<file path="src/rtl/demux_word_serializer.sv">
// Word-to-lane serializer: takes a WIDTH_IN word over valid/ready and emits
// WIDTH_IN/WIDTH_OUT lanes with back-pressure, selectable order and idle-word skipping.
module demux_word_serializer #(
    parameter int WIDTH_IN  = 32,
    parameter int WIDTH_OUT = 8,
    parameter bit MSB_FIRST = 1'b1,
    parameter bit SKIP_ZERO = 1'b1
) (
    input  logic                 clk,
    input  logic                 reset,
    input  logic [WIDTH_IN-1:0]  data_in,
    input  logic                 valid_in,
    output logic                 ready_in,
    output logic [WIDTH_OUT-1:0] data_out,
    output logic                 valid_out,
    output logic                 last_out,
    input  logic                 ready_out
);
    localparam int RATIO    = WIDTH_IN / WIDTH_OUT;
    localparam int CW       = (RATIO > 1) ? $clog2(RATIO) : 1;
    localparam int DEPTH    = 1 << CW;
    localparam int FIRST_LO = MSB_FIRST ? (RATIO - 1) * WIDTH_OUT : 0;

    typedef enum logic {IDLE, SEND} state_t;

    state_t                          state_q, state_d;
    logic [WIDTH_IN-1:0]             sh, sh_d;
    logic [CW-1:0]                   cnt, cnt_d, cnt_inc;
    logic [WIDTH_OUT-1:0]            dout_d;
    logic                            last_d;
    logic [DEPTH-1:0][WIDTH_OUT-1:0] sh_lane;
    logic                            accept, load, advance;

    // Lane k of the held word in transmit order; entries past RATIO pad the
    // power-of-two table so a cnt-based index never leaves its range.
    generate
        for (genvar k = 0; k < DEPTH; k++) begin : g_lane
            if (k < RATIO) begin : g_used
                localparam int LO = MSB_FIRST ? (RATIO - 1 - k) * WIDTH_OUT : k * WIDTH_OUT;
                assign sh_lane[k] = sh[LO +: WIDTH_OUT];
            end else begin : g_pad
                assign sh_lane[k] = '0;
            end
        end
    endgenerate

    assign valid_out = (state_q == SEND);
    assign ready_in  = !reset && (!valid_out || (ready_out && last_out));
    assign accept    = valid_in && ready_in;
    // A zero word under SKIP_ZERO still completes its handshake but loads nothing.
    assign load      = accept && (!SKIP_ZERO || (data_in != '0));
    assign advance   = valid_out && ready_out;
    assign cnt_inc   = cnt + 1'b1;

    always_comb begin
        state_d = state_q;
        sh_d    = sh;
        cnt_d   = cnt;
        dout_d  = data_out;
        last_d  = last_out;
        if (load) begin
            state_d = SEND;
            sh_d    = data_in;
            cnt_d   = '0;
            dout_d  = data_in[FIRST_LO +: WIDTH_OUT];
            last_d  = (RATIO == 1);
        end else if (advance) begin
            if (last_out) begin
                state_d = IDLE;
                last_d  = 1'b0;
            end else begin
                cnt_d  = cnt_inc;
                dout_d = sh_lane[cnt_inc];
                last_d = (cnt_inc == CW'(RATIO - 1));
            end
        end
    end

    always_ff @(posedge clk) begin
        if (reset) begin
            state_q  <= IDLE;
            sh       <= '0;
            cnt      <= '0;
            data_out <= '0;
            last_out <= 1'b0;
        end else begin
            state_q  <= state_d;
            sh       <= sh_d;
            cnt      <= cnt_d;
            data_out <= dout_d;
            last_out <= last_d;
        end
    end
endmodule

</file>
<file path="config.mk">
export PLATFORM = sky130hd
export DESIGN_NAME = demux_word_serializer
export DESIGN_NICKNAME = d
export VERILOG_FILES = /design/src/rtl/demux_word_serializer.sv
export SDC_FILE = /design/constraint.sdc
export NUM_CORES = 1
export LEC_CHECK = 0
export ABC_AREA = 0
export ABC_CLOCK_PERIOD_IN_PS = 3900
export CAP_MARGIN = 20
export CORE_MARGIN = 4
export CORE_UTILIZATION = 53
export DETAILED_ROUTE_END_ITERATION = 16
export GPL_TIMING_DRIVEN = 0
export PLACE_DENSITY = 0.9
export REMOVE_ABC_BUFFERS = 1
export SYNTH_ARGS = -nofsm -noshare
export SYNTH_HDL_FRONTEND = slang
export SYNTH_SLANG_ARGS = --single-unit
</file>
<file path="constraint.sdc">
create_clock -name clk -period 3.9 [get_ports clk]
set_input_delay 0.39 -clock clk [delete_from_list [all_inputs] [get_ports clk]]
set_output_delay 0.39 -clock clk [all_outputs]
set_load 0.01 [all_outputs]
</file>
Word level (Yosys, flattened, before mapping)
Cells that the tools add are included.

word-level totals
  bits in registers = 44
  bits in latches = 0
  memory bits (writable) = 0
  ROM bits = 0
  bits of input ports = 36
  output and inout port bits = 11
  logic and storage cells = 34
  memories = 0

operators by class
  add/sub/neg operators = 1
  multipliers = 0
  div/mod/pow operators = 0
  order comparisons = 1
  equality and inequality tests = 2
  shift operators = 0
  mux-type cells = 9
  bitwise operators = 1
  reduce and logical (&&, ||, !) cells = 15

operators with widths
  kind                                                         number
  two-way mux 8 bit                                            4
  nonzero test 32 bit                                          1
  binary-select mux 8 bit (select 2 bit)                       1
  AND reduction 2 bit                                          3
  logical AND 1 bit                                            5
  two-way mux 1 bit                                            4
  nonzero test 2 bit                                           2
  less-than comparator 2 x 3 -> 1 bit (second input constant)  1
  adder 2 x 1 -> 2 bit (second input constant)                 1
  == test 2 bit (second input constant)                        1
  logical NOT 1 bit                                            2
  inequality test 2 x 1 -> 1 bit (second input constant)       1
  OR reduction 2 bit                                           1
  logical OR 1 bit                                             1
  inverter 1 bit                                               1

Longest topological paths before layout
Gate-level depths: netlist (run 1).

  depth after elaboration = 7
  depth in mapped cells = 8
  gate-level depth less buffers = 6

Least setup slack after synthesis (run 1)
Ideal clock, no wire load.

  path kind = register -> register
  start = register cnt[0]
  end = register data_out[2]
  library setup time = 0.121 ns
  data arrival time = 1.988 ns
  data required time = 3.779 ns
  setup slack = 1.791 ns
  stages on the path, launching flop included = 9
  path buffers = 2
  clock period less this slack = 2.109 ns
  cells stage by stage = dfxtp_1 buf_2 inv_1 ha_1 buf_2 mux4_2 mux2i_1 nor2_1 mux2_2

between the ends
  cells in the longest elaborated chain, start to end = 6

ends and longest elaborated chain
  what                                     line  source
  from (decl)                              28    logic [CW-1:0] cnt, cnt_d, cnt_inc;
  from (signal assigned)                   89    cnt <= cnt_d;
  adder 2 x 1 -> 2 bit                     53    assign cnt_inc = cnt + 1'b1;
  net cnt_inc[0]                           28
  binary-select mux 8 bit (select 2 bit)   73    dout_d = sh_lane[cnt_inc];
  two-way mux 8 bit (not written as such)  73
  two-way mux 8 bit                        68    if (last_out) begin
  two-way mux 8 bit                        67    end else if (advance) begin
  two-way mux 8 bit                        61    if (load) begin
  to (signal assigned)                     90    data_out <= dout_d;
  to (decl)                                14    output logic [WIDTH_OUT-1:0] data_out,

The timed path passes the listed nets, and every way through them passes these cells. The select of a mux whose other input is x is not followed.
A chain may end at the register's enable or synchronous reset.

Worst setup path in the final report (run 1)
Same ends and word-level chain as after synthesis.

==> impl_metrics.sql, run 1 <==
INSERT INTO impl_metrics (metric_group, metric, value, unit) VALUES
('drt', 'dr_vias', '1450', ''),
('pwr', 'power-per-cell-area', '362.1', 'nW/µm²'),
('min_path', 'number_of_cells_traversed_by_the_worst_hold_path', '2', ''),
('placement', 'number_of_buffer_cells_added_on_primary_ports', '46', ''),
('critical_path', 'critical_path_cell_count', '6', ''),
('sta', 'maximum_clock_frequency', '378.5', 'MHz'),
('yosys', 'postSynthRegisterBits', '44', ''),
('placement', 'dp_hpwl', '3.052', 'mm'),
('die', 'floorplan.die_area', '5001', 'µm²'),
('sta', 'timing_hold_violations_final', '0', ''),
('global_route', 'pin_count_of_the_biggest_net_entering_global_routing', '46', ''),
('clock_network', 'clk_root_buffer_cell', 'sky130_fd_sc_hd__clkbuf_8', ''),
('cells_and_area', 'fin_cells', '272', ''),
('die', 'fp.dieW', '70.72', 'µm'),
('critical_path', 'crit_arrival', '2840', 'ps'),
('yosys', 'synth_area_per_cell', '11.52', 'µm²'),
('drt', 'drt_wl_total', '4.189', 'mm'),
('yosys', 'syn_area', '2084', 'µm²'),
('yosys', 'library_cells_used_by_synthesis', '24', ''),
('critical_path', 'end_of_the_worst_register_to_register_path', 'data_out[2]$_SDFFE_PP0P_', ''),
('critical_path', 'worstPathRequired', '4090', 'ps'),
('global_route', 'antenna_found_initial', '0', ''),
('pwr', 'p_leak', '1.068', 'nW'),
('yosys', 'synth_sequential_area_ratio', '42.26', '%'),
('cells_and_area', 'area_delta_synth_final', '26.77', '%'),
('critical_path', 'kind_of_critical_path', 'reg2reg', ''),
('yosys', 'syn-instance-count', '181', ''),
('clock_network', 'clkLatencyLatePin', '300', 'ps'),
('clock_network', 'ctsHtreeMaxLevel', '2', ''),
('critical_path', 'endpoint_class_of_the_critical_path', 'register', ''),
('die', 'num_rows', '22', ''),
('global_route', 'grt_overflow', '0', ''),
('yosys', 'yosysWarnings', '0', ''),
('clock_network', 'postCtsSetupBuffers', '0', ''),
('die', 'pin_count', '47', ''),
('critical_path', 'critical_path.top_delay_family', 'multiplexers', ''),
('min_path', 'hold_class', 'reg2reg', ''),
('placement', 'place_inst', '264', ''),
('clock_network', 'numCtsBuffers', '5', ''),
('pwr', 'ir_worst_vdd', '0.2451', 'mV'),
('drt', 'violation_count_after_the_first_detailed_routing_iteration', '41', ''),
('global_route', 'track_usage', '17.84', '%'),
('cells_and_area', 'num-nets-final', '260', ''),
('drt', 'drcViolationCount', '0', ''),
('yosys', 'synth.largest_area_cell', 'sky130_fd_sc_hd__dfxtp_1', ''),
('yosys', 'synth_top_cell_area_share', '42.26', '%'),
('critical_path', 'timing.reg2reg.worst_path_depth', '6', ''),
('sta', 'fin_setup_tns', '0', 'ps'),
('critical_path', 'reg2reg_setup_slack', '1260', 'ps'),
('die', 'die_h', '70.72', 'µm'),
('drt', 'routed_wire_length_per_instance', '15.40', 'µm'),
('outcome', 'run_status', 'finished, final reports clean', ''),
('critical_path', 'setup.worst_path.start_class', 'register', ''),
('pwr', 'total_power', '0.0009569', 'W'),
('critical_path', 'cpMaxStageDelayCell', 'sky130_fd_sc_hd__ha_1', ''),
('cells_and_area', 'drive_above_1_share', '25.45', '%'),
('critical_path', 'path_max_fanout', '9', ''),
('critical_path', 'crit_path_cell_trace', 'inv_1 -> ha_1 -> mux4_2 -> mux2i_1 -> nor2_1 -> mux2_2', ''),
('sta', 'worst_slew_pin_slew', '784.1', 'ps'),
('sta', 'drv_slew', '0', ''),
('clock_network', 'gates_resized_cts_repair', '0', ''),
('critical_path', 'crit_path_max_incr_delay', '650', 'ps'),
('die', 'floorplan.initialDensity', '55.68', '%'),
('sta', 'clock_period_minus_final_worst_setup_slack', '2642', 'ps'),
('sta', 'rsz0062_at_grt', 'false', ''),
('drt', 'ant_nets', '0', ''),
('cells_and_area', 'diodes', '0', ''),
('clock_network', 'post_cts_hold_buffer_count', '0', ''),
('global_route', 'grt_pass1_vias', '1447', ''),
('placement', 'gp_routability_congestion', '0.7505', ''),
('sta', 'maxSlewHeadroom', '47.73', '%');
-- cells by family (layout without fill, tap and decap cells) --
| family | count (synthesis) | after routing | share of synthesized area [%] |
|---|---|---|---|
| fa+ha+maj | 1 | 1 | 0.6001 |
| mux | 56 | 56 | 34.09 |
| compound gates | 7 | 7 | 2.461 |
| flops | 44 | 44 | 42.26 |
| buf+inv | 13 | 56 | 3.961 |
| simple gates | 59 | 59 | 16.21 |
| xor+xnor | 1 | 1 | 0.4202 |
-- how the worst max path moves through the flow --
stage,endpoint,start
finish,data_out[2]$_SDFFE_PP0P_,cnt[0]$_SDFFE_PP0P_
global route,data_out[2]$_SDFFE_PP0P_,cnt[0]$_SDFFE_PP0P_
CTS,data_out[2]$_SDFFE_PP0P_,cnt[0]$_SDFFE_PP0P_
detailed placement,sh[24]$_SDFFE_PP0P_,data_in[2]
global placement,sh[8]$_SDFFE_PP0P_,reset
floorplan,data_out[0]$_SDFFE_PP0P_,data_in[26]
-- layout by cell type, fill, tap and decap left out, types with 3 or more instances in the layout --
cell	Yosys	final
sky130_fd_sc_hd__dfxtp_1	44	44
sky130_fd_sc_hd__mux2_1	3	3
sky130_fd_sc_hd__clkdlybuf4s50_1	0	45
sky130_fd_sc_hd__nor2b_1	32	32
sky130_fd_sc_hd__nand2_1	3	3
sky130_fd_sc_hd__nor4_1	8	8
sky130_fd_sc_hd__mux4_2	8	8
sky130_fd_sc_hd__mux2i_1	8	8
sky130_fd_sc_hd__clkbuf_8	0	5
sky130_fd_sc_hd__nor2_1	9	9
sky130_fd_sc_hd__a21oi_1	3	3
sky130_fd_sc_hd__nor3_1	3	3
sky130_fd_sc_hd__mux2_2	37	37
-- cell usage after synthesis --
master and instances:
sky130_fd_sc_hd__dfxtp_1 44, sky130_fd_sc_hd__mux2_2 37, sky130_fd_sc_hd__nor2b_1 32, sky130_fd_sc_hd__nor2_1 9, sky130_fd_sc_hd__mux2i_1 8, sky130_fd_sc_hd__mux4_2 8
sky130_fd_sc_hd__nor4_1 8, sky130_fd_sc_hd__clkbuf_1 5, sky130_fd_sc_hd__buf_6 4, sky130_fd_sc_hd__a21oi_1 3, sky130_fd_sc_hd__buf_2 3, sky130_fd_sc_hd__mux2_1 3
sky130_fd_sc_hd__nand2_1 3, sky130_fd_sc_hd__nor3_1 3, sky130_fd_sc_hd__nand4_1 2, sky130_fd_sc_hd__a21oi_2 1, sky130_fd_sc_hd__ha_1 1, sky130_fd_sc_hd__inv_1 1
sky130_fd_sc_hd__nand3b_1 1, sky130_fd_sc_hd__nor3b_1 1, sky130_fd_sc_hd__o211a_1 1, sky130_fd_sc_hd__o211ai_2 1, sky130_fd_sc_hd__o21ai_0 1, sky130_fd_sc_hd__xnor2_1 1
-- area by class of cell --
cell class                      instances  area [µm²]
Inverter                                1       3.754
Tap cell                               48       60.06
Multi-Input combinational cell        124        1130
Sequential cell                        44       880.8
Timing Repair Buffer                   47       475.5
Clock buffer                            5       68.82
Fill cell                             292        1101
Clock inverter                          3       23.77
-- worst register-to-register path, stage by stage, from the launching register on --
cell and delay (ps):
sky130_fd_sc_hd__dfxtp_1 640, sky130_fd_sc_hd__inv_1 160, sky130_fd_sc_hd__ha_1 650, sky130_fd_sc_hd__mux4_2 560, sky130_fd_sc_hd__mux2i_1 160, sky130_fd_sc_hd__nor2_1 80, sky130_fd_sc_hd__mux2_2 290
-- sequential cells by signal, summed over array words and instances (netlist names) --
register and flops:
cnt 2, data_out 8, last_out 1, sh 32, valid_out 1
-- report_power, final --
| group | total (W) | switching, W | leakage, nW | internal (W) |
|---|---|---|---|---|
| Clock | 0.000290 | 0.000164 | 0.0404 | 0.000127 |
| Sequential | 0.000500 | 0.0000181 | 0.362 | 0.000481 |
| Combinational | 0.000167 | 0.0000596 | 0.665 | 0.000107 |
-- stage by stage --
stage / util (%) / setup slack (ps) / area, µm² / hold WS (ps)
floorplan: - / 1380 / 2006 / 459.1
global placement: 67.48 / 65.16 / 2526 / 497.0
detailed placement: 68.12 / 1058 / 2550 / 505.7
CTS: 70.59 / 1235 / 2643 / 517.2
global route: 70.59 / 1012 / 2643 / 559.5
finish: 70.59 / 1258 / 2643 / 518.9
-- metal layers --
metal / share of wire (%) / routed length, µm / track usage, %
met2: 49 / 2064 / 28.94
met4: 1.6 / 65 / 6.889
met5: 0 / 0 / 0
met1: 45 / 1887 / 23.12
met3: 4.1 / 171 / 4.119
Note: power is estimated with default switching activity, not from simulation.
==> run 2, diff against run 1 <==
ABC_CLOCK_PERIOD_IN_PS = 2700   (was 3900)
CORE_UTILIZATION = 50   (was 53)
PLACE_DENSITY = 0.85   (was 0.9)
clock period = 2.7 ns   (was 3.9 ns; I/O delays follow)
==> run 2 against run 1 <==
Sequential share of layout area decreased by 0.48 points; worst hold slack gained 15 ps; clock skew decreased by 1.5 ps; clock-buffer cell count is 2 higher; register-to-register slack worse by 1000 ps; clock power increased by 89%; cell area is 1.5% higher; global-route usage about the same; wire length up 4.7%; flip-flop and latch count is the same; critical endpoint is now data_out[6]$_SDFFE_PP0P_; highest routed layer unchanged.
==> impl_metrics.sql, run 2 (synthesized netlist as in run 1, its figures left out) <==
INSERT INTO impl_metrics (metric_group, metric, value, unit) VALUES
('die', 'floorplan.initialDensity', '51.74', '%'),
('pwr', 'ir_worst_vdd', '0.3317', 'mV'),
('job', 'max_cap_viol_count', '0', ''),
('sta', 'timing.final.crit_share', '91.77', '%'),
('critical_path', 'crit_arrival', '2680', 'ps'),
('sta', 'timing_hold_violations_final', '0', ''),
('sta', 'worst_slew_pin_slew', '822.1', 'ps'),
('die', 'pin_count', '47', ''),
('die', 'num_rows', '23', ''),
('sta', 'rsz0062_at_grt', 'false', ''),
('global_route', 'grt_pass1_wl', '7.196', 'mm'),
('critical_path', 'kind_of_critical_path', 'reg2reg', ''),
('cells_and_area', 'num-nets-final', '260', ''),
('drt', 'detail_route.first_pass.iterations', '4', ''),
('global_route', 'pin_count_of_the_biggest_net_entering_global_routing', '46', ''),
('clock_network', 'clk_path_buf_depth', '2', ''),
('sta', 'fin_setup_tns', '0', 'ps'),
('clock_network', 'cts.sink_count', '44', ''),
('drt', 'ant_nets', '0', ''),
('clock_network', 'clkLatencyLatePin', '300', 'ps'),
('clock_network', 'clk_pin_slew_worst_paths', '90', 'ps'),
('min_path', 'min_delay_worst_endpoint', 'valid_out$_SDFFE_PP0P_', ''),
('clock_network', 'ctsHtreeMaxLevel', '2', ''),
('global_route', 'track_usage', '17.81', '%'),
('placement', 'place_ws', '-60.46', 'ps'),
('critical_path', 'reg2reg_setup_slack', '220', 'ps'),
('critical_path', 'timing.reg2reg.worst_path_depth', '6', ''),
('global_route', 'grt_pass1_vias', '1481', ''),
('pwr', 'power-per-cell-area', '563.8', 'nW/µm²'),
('cells_and_area', 'mostFrequentLayoutCell', 'sky130_fd_sc_hd__clkdlybuf4s50_1', ''),
('min_path', 'hold_class', 'reg2reg', ''),
('sta', 'finalWorstSetupSlack', '222.2', 'ps'),
('drt', 'drt-vias-per-instance', '5.350', ''),
('cells_and_area', 'regMostFlops', 'sh', ''),
('drt', 'dr_vias', '1466', ''),
('die', 'die_h', '72.57', 'µm'),
('clock_network', 'clk_root_buffer_cell', 'sky130_fd_sc_hd__clkbuf_8', ''),
('placement', 'gp_routability_congestion', '0.7207', ''),
('critical_path', 'endpoint_class_of_the_critical_path', 'register', ''),
('sta', 'maximum_clock_frequency', '403.6', 'MHz'),
('placement', 'dp_hpwl', '3.136', 'mm'),
('global_route', 'grt_overflow', '0', ''),
('min_path', 'min-delay-start', 'valid_out$_SDFFE_PP0P_', ''),
('die', 'floorplan.core_area', '4029', 'µm²'),
('sta', 'fin_skew', '9.944', 'ps'),
('clock_network', 'tritoncts_clock_tree', 'yes', ''),
('min_path', 'number_of_cells_traversed_by_the_worst_hold_path', '2', ''),
('drt', 'drt_wl_total', '4.384', 'mm'),
('clock_network', 'post_cts_hold_buffer_count', '0', ''),
('critical_path', 'worstPathRequired', '2900', 'ps'),
('critical_path', 'end_of_the_worst_register_to_register_path', 'data_out[6]$_SDFFE_PP0P_', ''),
('cells_and_area', 'multiInputGateArea', '1132', 'µm²'),
('cells_and_area', 'drive_above_1_share', '25.89', '%'),
('critical_path', 'worstReg2RegStart', 'cnt[0]$_SDFFE_PP0P_', ''),
('drt', 'violation_count_after_the_first_detailed_routing_iteration', '60', ''),
('cells_and_area', 'utilization', '66.55', '%'),
('critical_path', 'path_max_fanout', '9', ''),
('cells_and_area', 'fill_cells', '327', ''),
('critical_path', 'setup.worst_path.start_class', 'register', ''),
('global_route', 'antenna_found_initial', '0', ''),
('pwr', 'power.share.sequential', '47.8', '%'),
('sta', 'maxSlewHeadroom', '45.19', '%'),
('cells_and_area', 'layout.area.seq', '880.8', 'µm²'),
('clock_network', 'gates_resized_cts_repair', '0', ''),
('clock_network', 'postCtsSetupBuffers', '0', ''),
('clock_network', 'numCtsBuffers', '5', ''),
('cells_and_area', 'biggestRegsByFlops', 'sh (32), data_out (8), cnt (2)', ''),
('pwr', 'p_leak', '1.091', 'nW'),
('pwr', 'power.share.switching', '22.12', '%'),
('pwr', 'part_of_the_power_in_the_clock_network', '36.2', '%'),
('cells_and_area', 'diodes', '0', ''),
('die', 'fp.dieW', '72.57', 'µm'),
('placement', 'number_of_buffer_cells_added_on_primary_ports', '46', ''),
('cells_and_area', 'largest_register_ffs', '32', ''),
('die', 'floorplan.die_area', '5266', 'µm²'),
('outcome', 'run_status', 'finished, final reports clean', ''),
('cells_and_area', 'area_delta_synth_final', '28.63', '%'),
('pwr', 'p_sw', '0.0003344', 'W'),
('pwr', 'power.combinational.fraction', '16.0', '%'),
('drt', 'drcViolationCount', '0', ''),
('pwr', 'p_int', '0.001177', 'W'),
('drt', 'routed_wire_length_per_instance', '16.00', 'µm'),
('cells_and_area', 'top_library_cells_by_usage_in_the_layout_fill_and_taps_aside', 'sky130_fd_sc_hd__clkdlybuf4s50_1, sky130_fd_sc_hd__dfxtp_1, sky130_fd_sc_hd__mux2_2', ''),
('sta', 'clock_period_minus_final_worst_setup_slack', '2478', 'ps'),
('sta', 'setup_viol', '0', ''),
('sta', 'drv_slew', '0', '');
run 2: changes by cell type in the layout (fill, tap and decap cells not counted), sizes merged:
cell,change
bufinv,+1
clkinvlp,-2
clkbuf,+2
clkinv,-1
run 2: power groups by stage:
stage / Combinational (W) / Sequential (W) / Clock (W)
after global placement: 0.000237 / 0.000735 / 0
after floorplan: 0.000123 / 0.000733 / 0
after CTS: 0.000245 / 0.000722 / 0.000557
after detailed placement: 0.000243 / 0.000737 / 0
after global routing: 0.000261 / 0.000728 / 0.000585
final: 0.000242 / 0.000722 / 0.000547
run 2: per-layer routing:
| layer | GRT usage, % | wire, µm | share of wire, % |
|---|---|---|---|
| met3 | 4.432 | 211 | 4.8 |
| met4 | 6.148 | 77 | 1.8 |
| met5 | 0 | 0 | 0 |
| met1 | 23.28 | 1979 | 45 |
| met2 | 28.66 | 2116 | 48 |
run 2: area by class of cell:
cell class,instances,area share [%]
repair buffers,47,17.73
multi-input cells,124,42.23
inverters,1,0.1400
well taps,50,2.333
clock buffers,7,3.593
clock inverters,1,1.120
flip-flops and latches,44,32.85
run 2: worst max-delay path, cell delays in order (launching register included):
cell	delay, ps
sky130_fd_sc_hd__dfxtp_1	620
sky130_fd_sc_hd__inv_1	140
sky130_fd_sc_hd__ha_2	540
sky130_fd_sc_hd__mux4_2	550
sky130_fd_sc_hd__mux2i_1	150
sky130_fd_sc_hd__nor2_1	70
sky130_fd_sc_hd__mux2_2	290
run 2: worst max-delay path by stage:
stage	startpoint	endpoint	slack (ps)
after CTS	cnt[0]$_SDFFE_PP0P_	data_out[6]$_SDFFE_PP0P_	30
final	cnt[0]$_SDFFE_PP0P_	data_out[6]$_SDFFE_PP0P_	220
after global placement	reset	sh[8]$_SDFFE_PP0P_	-1050
after global routing	cnt[0]$_SDFFE_PP0P_	data_out[6]$_SDFFE_PP0P_	60
after floorplan	data_in[26]	data_out[0]$_SDFFE_PP0P_	300
after detailed placement	data_in[22]	sh[26]$_SDFFE_PP0P_	-60
run 2: per-stage QoR:
| stage | cell area (µm²) | instances | hold slack [ps] | power, W |
|---|---|---|---|---|
| global placement | 2529 | 265 | 495.7 | 0.0009721 |
| floorplan | 2006 | 169 | 339.1 | 0.0008565 |
| global route | 2681 | 274 | 570.2 | 0.001575 |
| CTS | 2679 | 274 | 538.9 | 0.001524 |
| detailed placement | 2552 | 266 | 525.5 | 0.0009801 |
| finish | 2681 | 274 | 534.3 | 0.001512 |
==> run 3, diff against run 2 <==
ABC_CLOCK_PERIOD_IN_PS = not set   (was 2700)
CTS_BUF_LIST = sky130_fd_sc_hd__clkbuf_4 sky130_fd_sc_hd__clkbuf_8 sky130_fd_sc_hd__clkbuf_16   (was not set)
GPL_ROUTABILITY_DRIVEN = 1   (was not set)
==> results of run 3 <==
No change in the layout: final DEF, timing and power equal those of run 2.
==> edit 1 (flow settings as in run 3) <==
Change the parameter `MSB_FIRST` from 1'b1 to 1'b0.
--- a/src/rtl/demux_word_serializer.sv
+++ b/src/rtl/demux_word_serializer.sv
@@ -5,3 +5,3 @@
     parameter int WIDTH_OUT = 8,
-    parameter bit MSB_FIRST = 1'b1,
+    parameter bit MSB_FIRST = 1'b0,
     parameter bit SKIP_ZERO = 1'b1
Formal check against the unedited RTL: not equivalent (Yosys sat finds a counterexample within 4 cycles, from zero or initial values and one cycle with reset high).
==> edit 1 against run 3 <==
Global-route usage grew 0.70 points. Synthesized cell count shrank 3.9%. Worst setup slack gained 38 ps. Total power shrank 1.7%. Cell area shrank 0.14%. Sequential cell count is the same. Synthesized area shrank 1.2%. Highest routed layer unchanged. Critical endpoint is now data_out[0]. Count of clock-buffer cells in the layout shrank 1. Maximum frequency grew 1.5%. Sequential power grew 0.7%. Routed wire length grew 0.68%.
==> edit 1: results <==
[timing]
worst_rel_slew_slack_pct = 62.32
final_max_slew_viol_count = 0
finalClockSkew_ps = 9.262

[logic_synthesis]
ys_top_cells_by_count = "sky130_fd_sc_hd__dfxtp_1 (44), sky130_fd_sc_hd__nor2b_1 (24), sky130_fd_sc_hd__mux2_4 (22)"
synth-seq-area-share_pct = 42.77
yosys-top-cells-area = "sky130_fd_sc_hd__dfxtp_1 (43%), sky130_fd_sc_hd__mux2_4 (16%), sky130_fd_sc_hd__mux4_2 (8.7%)"
synth.lib_cells_used.distinct = 28

[routing]
detailedRoute.firstPassIterationCount = 4
route.final.wire_length_um = 4414
drt_iter0_drc = 146
via_per_inst = 5.755

[cells_and_area]
post_route_cells_drive_above_1_share_pct = 20.55
num_antenna_cells = 0
layout_fillers = 325
finish.net_count = 255

[placed_design]
place_hpwl_um = 3177
postPlaceCellArea_sq_mm = 0.002531
routability_driven_placement_congestion_ratio = 0.6906
detailedPlace.worstSlack_ps = -460.6

[global_route]
grt_max_degree = 32
grt_usage_pct = 18.52
grt_pass1_wl_um = 7327

[pwr]
max_vdd_drop_mv = 0.2618
leakagePower_nw = 1.032

[cts]
ctsRootBufferMaster = "sky130_fd_sc_hd__clkbuf_8"
post_cts_buffers = 1
cts.htree.levels = 2
clk_pin_slew_worst_paths_ps = 80

[status]
run_status = "finished, final reports clean"

[worst_setup_path]
critPathArrivalTime_ps = 2620
==> edit 1: cell count changes in the layout (fill, tap and decap cells not counted), sizes merged, moves of 8 or more <==
| cell | delta |
|---|---|
| mux2 | -16 |
| a22oi | +8 |
| a32o | +8 |
| mux2i | -8 |
| nand3 | +8 |
| nor2b | -8 |
| o21ai | +8 |
==> edit 1: cell type report <==
| cell class | instances | area [sq um] | share of cell area (%) |
|---|---|---|---|
| Tap cell | 50 | 62.56 | 2.336 |
| Clock buffer | 6 | 76.32 | 2.850 |
| Clock inverter | 2 | 35.03 | 1.308 |
| Timing Repair Buffer | 49 | 515.5 | 19.25 |
| Multi-Input combinational cell | 116 | 1100 | 41.07 |
| Inverter | 2 | 7.507 | 0.2804 |
| Sequential cell | 44 | 880.8 | 32.90 |
==> edit 1: routing by layer <==
metal	routed length [um]	part of all wire, %	track usage, %	vias up
met5	0	0	0	-
met1	1897	43	24.05	748
met3	267	6.0	3.463	8
li1	-	-	-	741
met2	2158	49	29.73	51
met4	90	2.0	8.768	0
==> edit 1: cells by family after synthesis <==
family	after synthesis	synth area share [%]
simple gates	52	15.37
flops	44	42.77
mux	32	25.88
compound gates	30	11.12
buf+inv	14	3.827
xor+xnor	1	0.4254
fa+ha+maj	1	0.6074
==> edit 1: critical path, cell delays in order (launching register included) <==
cell	delay, ps
sky130_fd_sc_hd__dfxtp_1	680
sky130_fd_sc_hd__inv_1	150
sky130_fd_sc_hd__ha_1	600
sky130_fd_sc_hd__mux4_2	560
sky130_fd_sc_hd__a22oi_1	210
sky130_fd_sc_hd__o21ai_0	110
==> edit 1: report_power, final <==
group	leakage, nW	switching [mW]	internal, mW
sequential	0.363	0.0279	0.699
clock	0.0586	0.215	0.284
combinational	0.610	0.0939	0.166
total	1.03	0.337	1.15
==> edit 1: worst paths after layout <==
| path | start | end | slack (ps) | cells past startpoint |
|---|---|---|---|---|
| setup / recovery | cnt[0] | data_out[0] | 260 | 5 |
| hold / removal | data_out[3] | data_out[3] | 480 | 2 |
| setup reg to reg | cnt[0] | data_out[0] | 260 | 5 |
| hold reg to reg | data_out[3] | data_out[3] | 480 | 2 |
==> edit 1: metrics by stage <==
step / std cells / hold slack, ps
after floorplan: 162 / 347.4
after global placement: 258 / 456.1
after detailed placement: 259 / 468.5
after CTS: 268 / 482.0
after global routing: 269 / 513.3
final: 269 / 475.7
==> edit 2 (config.mk and constraints of run 3) <==
Made on the original files. Make the reset (`reset`) asynchronous in one clocked block.
--- a/src/rtl/demux_word_serializer.sv
+++ b/src/rtl/demux_word_serializer.sv
@@ -78,3 +78,3 @@
 
-    always_ff @(posedge clk) begin
+    always_ff @(posedge clk or posedge reset) begin
         if (reset) begin
Formal check against the unedited RTL: differs if reset is asserted again (counterexample within 4 cycles, from zero or initial values and one cycle with reset high); with reset held inactive, the same outputs for 10 cycles.
==> edit 2 against run 3 <==
Worst hold slack got worse by 22 ps. Via count fell by 1.2%. Synthesized area rose by 0.54%. Die area rose by 0.48%. Utilization fell by 0.062 points. Routed wire length rose by 11%. Cell area barely moved. Sequential cell count did not move. Worst setup slack got worse by 57 ps. Critical endpoint is now data_out[3]. Largest cell class is now sequential cells.
Power is not compared: it rests on default switching activity, and its combinational part moved more than twofold at a synthesized area within 25%.
==> edit 2: results <==
[cells_and_area]
layout_fillers = 282
post_route_cells_drive_above_1_share_pct = 30.85
finish.net_count = 224
top_regs = "sh x32, data_out x8, cnt x2"
instances_no_fill = 238
num_antenna_cells = 0

[worst_setup_path]
cpPeakStageDelay_ps = 640
crit_end = "data_out[3]"
highest_fanout_seen_on_the_critical_path = 10
crit_path_start = "cnt[0]"
critPathArrivalTime_ps = 2730
critical-path-slowest-cell = "sky130_fd_sc_hd__dfrtp_1"
r2r_cells = 5
reg2reg_setup_slack_ps = 160

[logic_synthesis]
ys_top_cells_by_count = "sky130_fd_sc_hd__dfrtp_1 (44), sky130_fd_sc_hd__mux2_2 (21), sky130_fd_sc_hd__mux2_4 (15)"
synth.lib_cells_used.distinct = 23
postSynthCellCount = 141
yosys_warnings = 0
async_set_reset_flop_share_out_of_synthesis_pct = 100.0
yosys-top-cells-area = "sky130_fd_sc_hd__dfrtp_1 (53%), sky130_fd_sc_hd__mux2_2 (11%), sky130_fd_sc_hd__mux2_4 (11%)"
synth-seq-area-share_pct = 52.54

[min_path]
worstHoldEndpoint = "sh[2]"
worst_hold_startpoint = "sh[2]"
whs_path_cells = 1

[routing]
route.met3.wl_um = 274
drt_iter0_drc = 124
met1_wl_um = 1872
maxUsedRoutingLayer = "met4"
route.met2.wl_um = 2565
route.final.wire_length_um = 4887
via_per_inst = 6.084

[global_route]
global_route.usage.met3_pct = 6.336
grt_use_met2_pct = 32.16
grt_antenna_before_repair = 0
grt_usage_pct = 19.89
grt_pass1_vias = 1621
grt_pass1_wl_um = 7776
global_route.usage.met1_pct = 23.44
grt_max_degree = 45

[cts]
clkLatencyLatePin_ps = 300
cts_buffer_depth = 2
cts_inserted_buffers = 5

[placed_design]
place_hpwl_um = 3429
routability_driven_placement_congestion_ratio = 0.7693
numPlacedInstances = 230
detailedPlace.worstSlack_ps = -10.12
postPlaceCellArea_sq_mm = 0.002561

[timing]
layout_min_cycle_time_ps = 2535
finalHoldWorstSlack_ps = 512.6
finalClockSkew_ps = 8.216
tightestPinTransition_ps = 950.6

[pwr]
internal-power_mw = 2.132
logic_pwr_share_pct = 43.6
power.net_switching_mw = 0.9287

[status]
run_status = "finished, final reports clean"
-- edit 2: critical path: cells and delay by family, from the launching register on --
kind | cells | cell delay [ps]
mux | 3 | 1100
fa+ha+maj | 1 | 540
buf+inv | 1 | 150
flops | 1 | 640
-- edit 2: area by class of cell --
class	instances	area, sq um	area share (%)
Clock buffer	5	68.82	2.569
Clock inverter	3	46.29	1.728
Inverter	2	7.507	0.2802
Multi-Input combinational cell	88	932.1	34.80
Sequential cell	44	1101	41.10
Tap cell	50	62.56	2.335
Timing Repair Buffer	46	460.4	17.19
-- edit 2: cells by family (layout without fill, tap and decap cells) --
kind of cell	after synthesis	in the layout	synth area share, %
compound gates	18	18	6.508
fa+ha+maj	1	1	0.5969
buf+inv	9	56	3.104
flops	44	44	52.54
mux	44	44	30.63
simple gates	25	25	6.628
-- edit 2: what timing repair did --
item | in CTS | in global routing
hold endpoints to repair | 0 | 0
setup buffers | 0 | 0
setup endpoints to repair | 0 | 4
resized for setup | 0 | 1
